**src/rtl/wave_column_scan_if.sv**
```systemverilog
// Column stream between the wave column scanner and the wave pixel renderer.
//   col_valid  : col_x/col_height hold a column
//   col_ready  : downstream accepts the column this cycle
//   col_x      : column number
//   col_height : wave surface height at that column
// master = scanner (producer), slave = renderer (consumer).
interface wave_column_scan_if;
    logic        col_valid;
    logic        col_ready;
    logic [10:0] col_x;
    logic [9:0]  col_height;

    modport master (
        output col_valid,
        output col_x,
        output col_height,
        input  col_ready
    );

    modport slave (
        input  col_valid,
        input  col_x,
        input  col_height,
        output col_ready
    );
endinterface

```
**src/rtl/wave_column_scan.sv**
```systemverilog
// Per-frame column scanner for the wave display.
// On frame_start it latches the tone id, fetches that tone's phase step from the ROM,
// then walks H_ACTIVE columns, looking up |sine| at each column's phase and streaming
// registered (x, height) pairs downstream with a valid/ready handshake. A per-frame
// phase offset (advanced by scroll_step after each frame) makes the wave scroll.
//
// Ports:
//   clk, reset_n   : clock, asynchronous active-low reset
//   frame_start    : one-cycle pulse, starts a scan (ignored unless idle)
//   freq_id_in     : tone id for the next scan (31 = flat)
//   scroll_step    : per-frame phase advance in ROM index units
//   rom_index      : ROM sine index (acc[17:8], 0..1023)
//   rom_freq_id    : ROM frequency id, latched at frame start
//   rom_value      : ROM |sine| value at rom_index
//   rom_freq       : ROM phase step for rom_freq_id
//   col            : column stream (master side)
//   busy           : scanner not idle
//   done           : one-cycle pulse after the last column is accepted
module wave_column_scan #(
    parameter int unsigned H_ACTIVE  = 1024,
    parameter int unsigned AMP_SHIFT = 0
) (
    input  logic                      clk,
    input  logic                      reset_n,
    input  logic                      frame_start,
    input  logic [4:0]                freq_id_in,
    input  logic [10:0]               scroll_step,
    output logic [10:0]               rom_index,
    output logic [4:0]                rom_freq_id,
    input  logic [9:0]                rom_value,
    input  logic [10:0]               rom_freq,
    wave_column_scan_if.master        col,
    output logic                      busy,
    output logic                      done
);

    localparam logic [10:0] LastX = 11'(H_ACTIVE - 1);

    typedef enum logic [1:0] {
        StIdle,
        StLoad,
        StRun,
        StDrain
    } state_e;

    state_e      state_q;
    logic [17:0] phase_q;
    logic [17:0] acc_q;
    logic [10:0] x_q;
    logic [10:0] freq_step_q;

    // Upper ten accumulator bits address one full sine period of 1024 entries.
    assign rom_index = {1'b0, acc_q[17:8]};
    assign busy      = (state_q != StIdle);

    always_ff @(posedge clk or negedge reset_n) begin
        if (!reset_n) begin
            state_q        <= StIdle;
            phase_q        <= '0;
            acc_q          <= '0;
            x_q            <= '0;
            freq_step_q    <= '0;
            rom_freq_id    <= '0;
            col.col_valid  <= 1'b0;
            col.col_x      <= '0;
            col.col_height <= '0;
            done           <= 1'b0;
        end else begin
            done <= 1'b0;
            unique case (state_q)
                StIdle: begin
                    if (frame_start) begin
                        rom_freq_id <= freq_id_in;
                        state_q     <= StLoad;
                    end
                end
                StLoad: begin
                    // ROM is combinational on rom_freq_id, already latched last cycle.
                    freq_step_q <= rom_freq;
                    acc_q       <= phase_q;
                    x_q         <= '0;
                    state_q     <= StRun;
                end
                StRun: begin
                    // Issue when the output register is empty or being drained this cycle.
                    if (!col.col_valid || col.col_ready) begin
                        col.col_x      <= x_q;
                        col.col_height <= rom_value >> AMP_SHIFT;
                        col.col_valid  <= 1'b1;
                        acc_q          <= acc_q + 18'(freq_step_q);
                        x_q            <= x_q + 11'd1;
                        if (x_q == LastX) begin
                            state_q <= StDrain;
                        end
                    end
                end
                StDrain: begin
                    if (col.col_valid && col.col_ready) begin
                        col.col_valid <= 1'b0;
                        done          <= 1'b1;
                        phase_q       <= phase_q + 18'({scroll_step, 8'b0});
                        state_q       <= StIdle;
                    end
                end
                default: state_q <= StIdle;
            endcase
        end
    end

endmodule
```
**src/flat_wrapper.sv**
```systemverilog
// flat-port wrapper written by rule: the top's interface ports become plain ports
module wave_column_scan_flat 
#(
    parameter int unsigned H_ACTIVE  = 1024,
    parameter int unsigned AMP_SHIFT = 0
)
  (clk, reset_n, frame_start, freq_id_in, scroll_step, rom_index, rom_freq_id, rom_value, rom_freq, busy, done, col_col_valid, col_col_x, col_col_height, col_col_ready);
  wave_column_scan_if col_i ();
  input  logic clk;
  input  logic reset_n;
  input  logic frame_start;
  input  logic [4:0] freq_id_in;
  input  logic [10:0] scroll_step;
  output logic [10:0] rom_index;
  output logic [4:0] rom_freq_id;
  input  logic [9:0] rom_value;
  input  logic [10:0] rom_freq;
  output logic busy;
  output logic done;
  output wire logic [$bits(col_i.col_valid)-1:0] col_col_valid;
  output wire logic [$bits(col_i.col_x)-1:0] col_col_x;
  output wire logic [$bits(col_i.col_height)-1:0] col_col_height;
  input wire logic [$bits(col_i.col_ready)-1:0] col_col_ready;
  assign col_col_valid = col_i.col_valid;
  assign col_col_x = col_i.col_x;
  assign col_col_height = col_i.col_height;
  assign col_i.col_ready = col_col_ready;
  wave_column_scan #(.H_ACTIVE(H_ACTIVE), .AMP_SHIFT(AMP_SHIFT)) u_core (.clk(clk), .reset_n(reset_n), .frame_start(frame_start), .freq_id_in(freq_id_in), .scroll_step(scroll_step), .rom_index(rom_index), .rom_freq_id(rom_freq_id), .rom_value(rom_value), .rom_freq(rom_freq), .col(col_i), .busy(busy), .done(done));
endmodule
```
**config.mk**
```make
export PLATFORM = sky130hd
export DESIGN_NAME = wave_column_scan_flat
export DESIGN_NICKNAME = d
export VERILOG_FILES = /design/src/rtl/wave_column_scan_if.sv /design/src/rtl/wave_column_scan.sv /design/src/flat_wrapper.sv
export SDC_FILE = /design/constraint.sdc
export NUM_CORES = 1
export LEC_CHECK = 0
export ABC_AREA = 1
export BUFFER_PORTS_ARGS = -buffer_cell sky130_fd_sc_hd__buf_2
export CAP_MARGIN = 15
export CORE_MARGIN = 2
export CORE_UTILIZATION = 51
export DETAILED_ROUTE_END_ITERATION = 16
export PLACE_DENSITY_LB_ADDON = 0.15
export SYNTH_ARGS = -nofsm -noshare
export SYNTH_HDL_FRONTEND = slang
export SYNTH_SLANG_ARGS = --single-unit
```
**constraint.sdc**
```tcl
create_clock -name clk -period 1.8 [get_ports clk]
set_input_delay 0.36 -clock clk [delete_from_list [all_inputs] [get_ports clk]]
set_output_delay 0.36 -clock clk [all_outputs]
set_load 0.03 [all_outputs]
```
### Yosys cells after proc, flatten, opt, wreduce, memory -nomap -nowiden

Cells that the tools add are included.

* output and inout port bits: 40
* bits in registers: 88
* word-level logic and storage cells: 48
* input bits: 41

* reductions and logical operators: 13
* equal/unequal tests: 8
* $add $sub $neg: 3
* multiplexer cells: 14

Operators with widths (number)
* $pmux 18 s2: 1
* $pmux 11 s2: 1
* $add 18x11->18: 1
* $add 18x18->18: 1
* $mux 18: 1
* $add 11x1->11 const B: 1
* $eq 11x10->1 const B: 1
* $mux 11: 1
* $mux 2: 4
* $pmux 2 s4: 1
* $reduce_and 2->1: 4
* $ne 2x1->1 const B: 3
* $reduce_bool 2->1: 3
* $eq 2x2->1 const B: 2
* $mux 1: 4
* $reduce_and 4->1: 1
* $reduce_and 3->1: 1
* $eq 2x1->1 const B: 1
* $logic_not 2->1: 1
* $ne 2x2->1 const B: 1
* $pmux 1 s2: 1
* $logic_and 1x1->1: 1
* $logic_not 1->1: 1
* $logic_or 1x1->1: 1

### Logic depth before layout (Yosys ltp)

* word-level depth: 4
* gate-level depth with buffers: 14
* gate-level depth less buffers: 14

### Worst setup path after synthesis

Ideal clock, no wire load.

* path type: reg2reg
* start point: reg u_core.freq_step_q[0]
* end point: reg u_core.acc_q[10]
* setup time: 0.116 ns
* arrival: 1.616 ns
* path buffers: 0
* stages on the path, launching flop included: 14
* slack: 0.068 ns
* required time: 1.684 ns
* clock period less this slack: 1.732 ns
* cell sequence: dfrtp_1 > ha_1 > inv_1 > fa_1 > inv_1 > nand3_1 > nand2_1 > nand2_1 > nand2_1 > nand3_1 > nand3_1 > nand3_1 > nand2_1 > nand2_1

* word-level cells in the longest chain between the ends: 3

RTL lines
* from (decl): RTL line wave_column_scan.sv:50 `logic [10:0] freq_step_q;`
* from (signal assigned): RTL line wave_column_scan.sv:79 `freq_step_q <= rom_freq;`
* $add 18x11->18: RTL line wave_column_scan.sv:90 `acc_q <= acc_q + 18'(freq_step_q);`
* $mux 18: RTL line wave_column_scan.sv:86 `if (!col.col_valid || col.col_ready) begin`
* $pmux 18 s2: RTL line wave_column_scan.sv:70 `unique case (state_q)`
* to (signal assigned): RTL line wave_column_scan.sv:80 `acc_q <= phase_q;`
* to (signal assigned): RTL line wave_column_scan.sv:90
* to (decl): RTL line wave_column_scan.sv:48 `logic [17:0] acc_q;`

No other way between the ends. The select of a mux whose other input is x is not followed.
A chain may end at the register's enable or synchronous reset.

### Worst setup path in the final report

* start point: reg u_core.acc_q[0]
* end point: reg u_core.acc_q[6]

* word-level cells in the longest chain between the ends: 3

RTL lines (RTL line)
* $add 18x11->18: wave_column_scan.sv:90
* $mux 18: wave_column_scan.sv:86
* $pmux 18 s2: wave_column_scan.sv:70

No other way between the ends. The select of a mux whose other input is x is not followed.

==> metrics.txt <==
Slew Viols, Final=0; clock buffer depth=2; final worst path period need=1850 ps; Global Route Usage Sum=0.218; Num CTS Buffers=9; critical path's slowest cell=dfrtp_1; hpwl dp=7.72 mm; Antenna Cells=0; most frequent cell after synthesis=nand2_1; initial antenna violation count=0; Critical Path RT=2040 ps; post-synth top area cell=dfrtp_1; Max Fclk=539 MHz; vias in the first global route=3,808; Clock power frac=0.118; global-route wire length before repair=17.2 mm; WL per Instance=13.3 um; Area Growth Syn to Fin=23.4%; EDFF count, synth=0; Max FO, Critical Path=4; Skew-Pair Late Insertion Delay=350 ps; Worst VDD drop=1.25 mV; Internal=5570 uW; largest family of logic cells by synthesized area=simple AND/OR/NAND/NOR gates; Rows=34; crit path kind=reg2reg; # Max-Cap Violations=0; Comb power frac=0.588; Net Sw Frac=0.474; Synth Area in Simple Gates=0.247; Post-synth ARST share=1.00; sequential area share after synthesis=0.438; vias per cell=5.05; largest cells by area after synthesis=dfrtp_1, nand2_1, ha_1, inv_1, nand3_1; final worst setup slack=-54.6 ps; design area=5650 um2; synthesized instance count=571; violations in the final reports=setup timing; clock-pin slew of the registers on the worst-case setup and hold paths=90 ps; YS warnings=0; Synth top cells by count=nand2_1, dfrtp_1, inv_1, nand3_1, o21ai_0; synthesized flop and latch total=80; Mapped Area=4570 um2; Adder-Cell Fraction of Synth Area=0.0799; Syn Nets=640; syn avg cell area=8.01 um2; TritonCTS clock tree=done; number of clock sinks=80; final setup vio count=3; Yosys cell types=39; placed cell areas=5170 um2; cell area power density=1880 nW/um2; dominant synthesized flop cell=dfrtp_1; final hold vios=0; Top Ports=81; Synth Area in Compound Gates=0.0936; First-pass DRT Iterations=5; Hold Crit Class=in2reg; Root Driver=clkbuf_8; NetSw=5030 uW; Tcrit/Tclk final=1.03; largest net degree at the start of global routing=41; antenna-violating nets left=0; Setup Skew=11.0 ps; initial drt markers=151; Power Total=10,600 uW; Vias=3,926; Critical Path Max Stage Delay=370 ps; LEAKAGE=0.00294 uW; PortBufs=78; Layout Nets=734; RD Place Congestion=0.906; htree depth=3; multiplexer area fraction after synthesis=0.0369; GR Overflow Total=0; initial core utilization=0.524; die width=98.7 um; die area=9740 um2; sequential power share=0.294; RSZ-0062 raised after global routing=yes; DRC violations left=0; Worst EP arrival=2100 ps; outcome=complete, but fails checks; CP Launch Type=register; share of cells above drive strength 1=0.290; nature of the critical path endpoint=register; die height=98.7 um; Routed WL=10.3 mm; Synth Area in XOR/XNOR=0.0211; core area=8720 um2; CP cell instances=ha_2, inv_2, fa_2, inv_2, nand3_2, nand2_4, nand2_2, nand2_4, buf_6, buf_4, a21oi_1, o21ai_1, nand2_1; Synth top area share=0.438
path summary, 6_finish.rpt:
path	startpoint	end	slack [ps]	cells after the start
worst max-delay path	u_core.acc_q[0]	u_core.acc_q[6]	-50	13
worst min-delay path	rom_value[8]	u_core.col.col_height[8]	190	3
worst max register to register	u_core.acc_q[0]	u_core.acc_q[6]	-50	13
worst min register to register	u_core.col.col_height[9]	u_core.col.col_height[9]	480	2
max in group asynchronous	reset_n	u_core.x_q[0]	820	3
min in group asynchronous	reset_n	u_core.freq_step_q[7]	460	2
flip-flops by register name, summed over array words and instances, names as in the netlist:
signal                 count
u_core.rom_freq_id         5
u_core.col.col_valid       1
u_core.state_q             2
u_core.col.col_x          11
u_core.x_q                11
u_core.col.col_height     10
u_core.phase_q            10
u_core.done                1
u_core.freq_step_q        11
u_core.acc_q              18
cell usage in the layout, fill, tap and decap left out, drive strengths merged, types with 10 or more instances in the layout:
cell type,instances
a21oi,21
nand2,181
buf,105
clkbuf,10
ha,26
nand3,39
o21ai,45
dfrtp,80
mux2,15
inv,67
nor2,37
power groups by stage:
stage / registers [uW] / clock network [uW] / logic, uW
floorplan: 3340 / 0 / 3760
detailed placement: 3040 / 0 / 5580
finish: 3110 / 1250 / 6230
global route: 3200 / 1390 / 6980
global placement: 3010 / 0 / 5460
CTS: 3010 / 1300 / 5670
what timing repair did:
item | 4_1_cts | 5_1_grt
pin swaps | 2 | 17
setup endpoints to repair | 6 | 26
gates resized for setup | 6 | 48
hold buffers | 1 | 0
buffers inserted | 1 | 3
hold endpoints to repair | 22 | 0
cloned | 0 | 0
stage by stage:
step                 util  hold slack, ps  TNS, ps  setup slack [ps]  std cells
CTS                 0.619             178        0          0.000222        776
floorplan               -            64.4        0              68.0        571
finish              0.647             195     -119             -54.6        778
global placement    0.593             287     -181             -79.7        758
global route        0.647             194     -782              -162        778
detailed placement  0.593             291     -407              -113        758
worst max-delay path, delay by kind of cell, from the launching register on:
kind	cells	cell delay [ps]
buf+inv	4	300
flops	1	370
fa+ha+maj	2	570
simple gates	5	390
compound gates	2	120
cells by family after synthesis:
logic type | count (synthesis)
AO/OA/AOI/OAI | 79
XOR/XNOR | 11
adder cells (fa/ha/maj) | 28
buffers and inverters | 88
flip-flops | 80
multiplexers | 15
other | 1
AND/OR/NAND/NOR | 269
cell type report:
| type | count | area, um2 |
|---|---|---|
| multi-input combinational | 403 | 2440 |
| inverter | 65 | 244 |
| timing repair buffer | 106 | 634 |
| clock inverter | 6 | 51.3 |
| clock buffer | 10 | 138 |
| fill | 765 | 3080 |
| tap | 108 | 135 |
| sequential | 80 | 2000 |
routing by layer:
| layer | up-vias | global-route usage | wire [um] |
|---|---|---|---|
| met2 | 80 | 0.353 | 4970 |
| met3 | 8 | 0.0404 | 433 |
| met1 | 1827 | 0.299 | 4800 |
| met4 | 0 | 0.0685 | 116 |
| li1 | 2011 | - | - |
| met5 | - | 0 | 0 |
(Power assumes the default switching activity.)
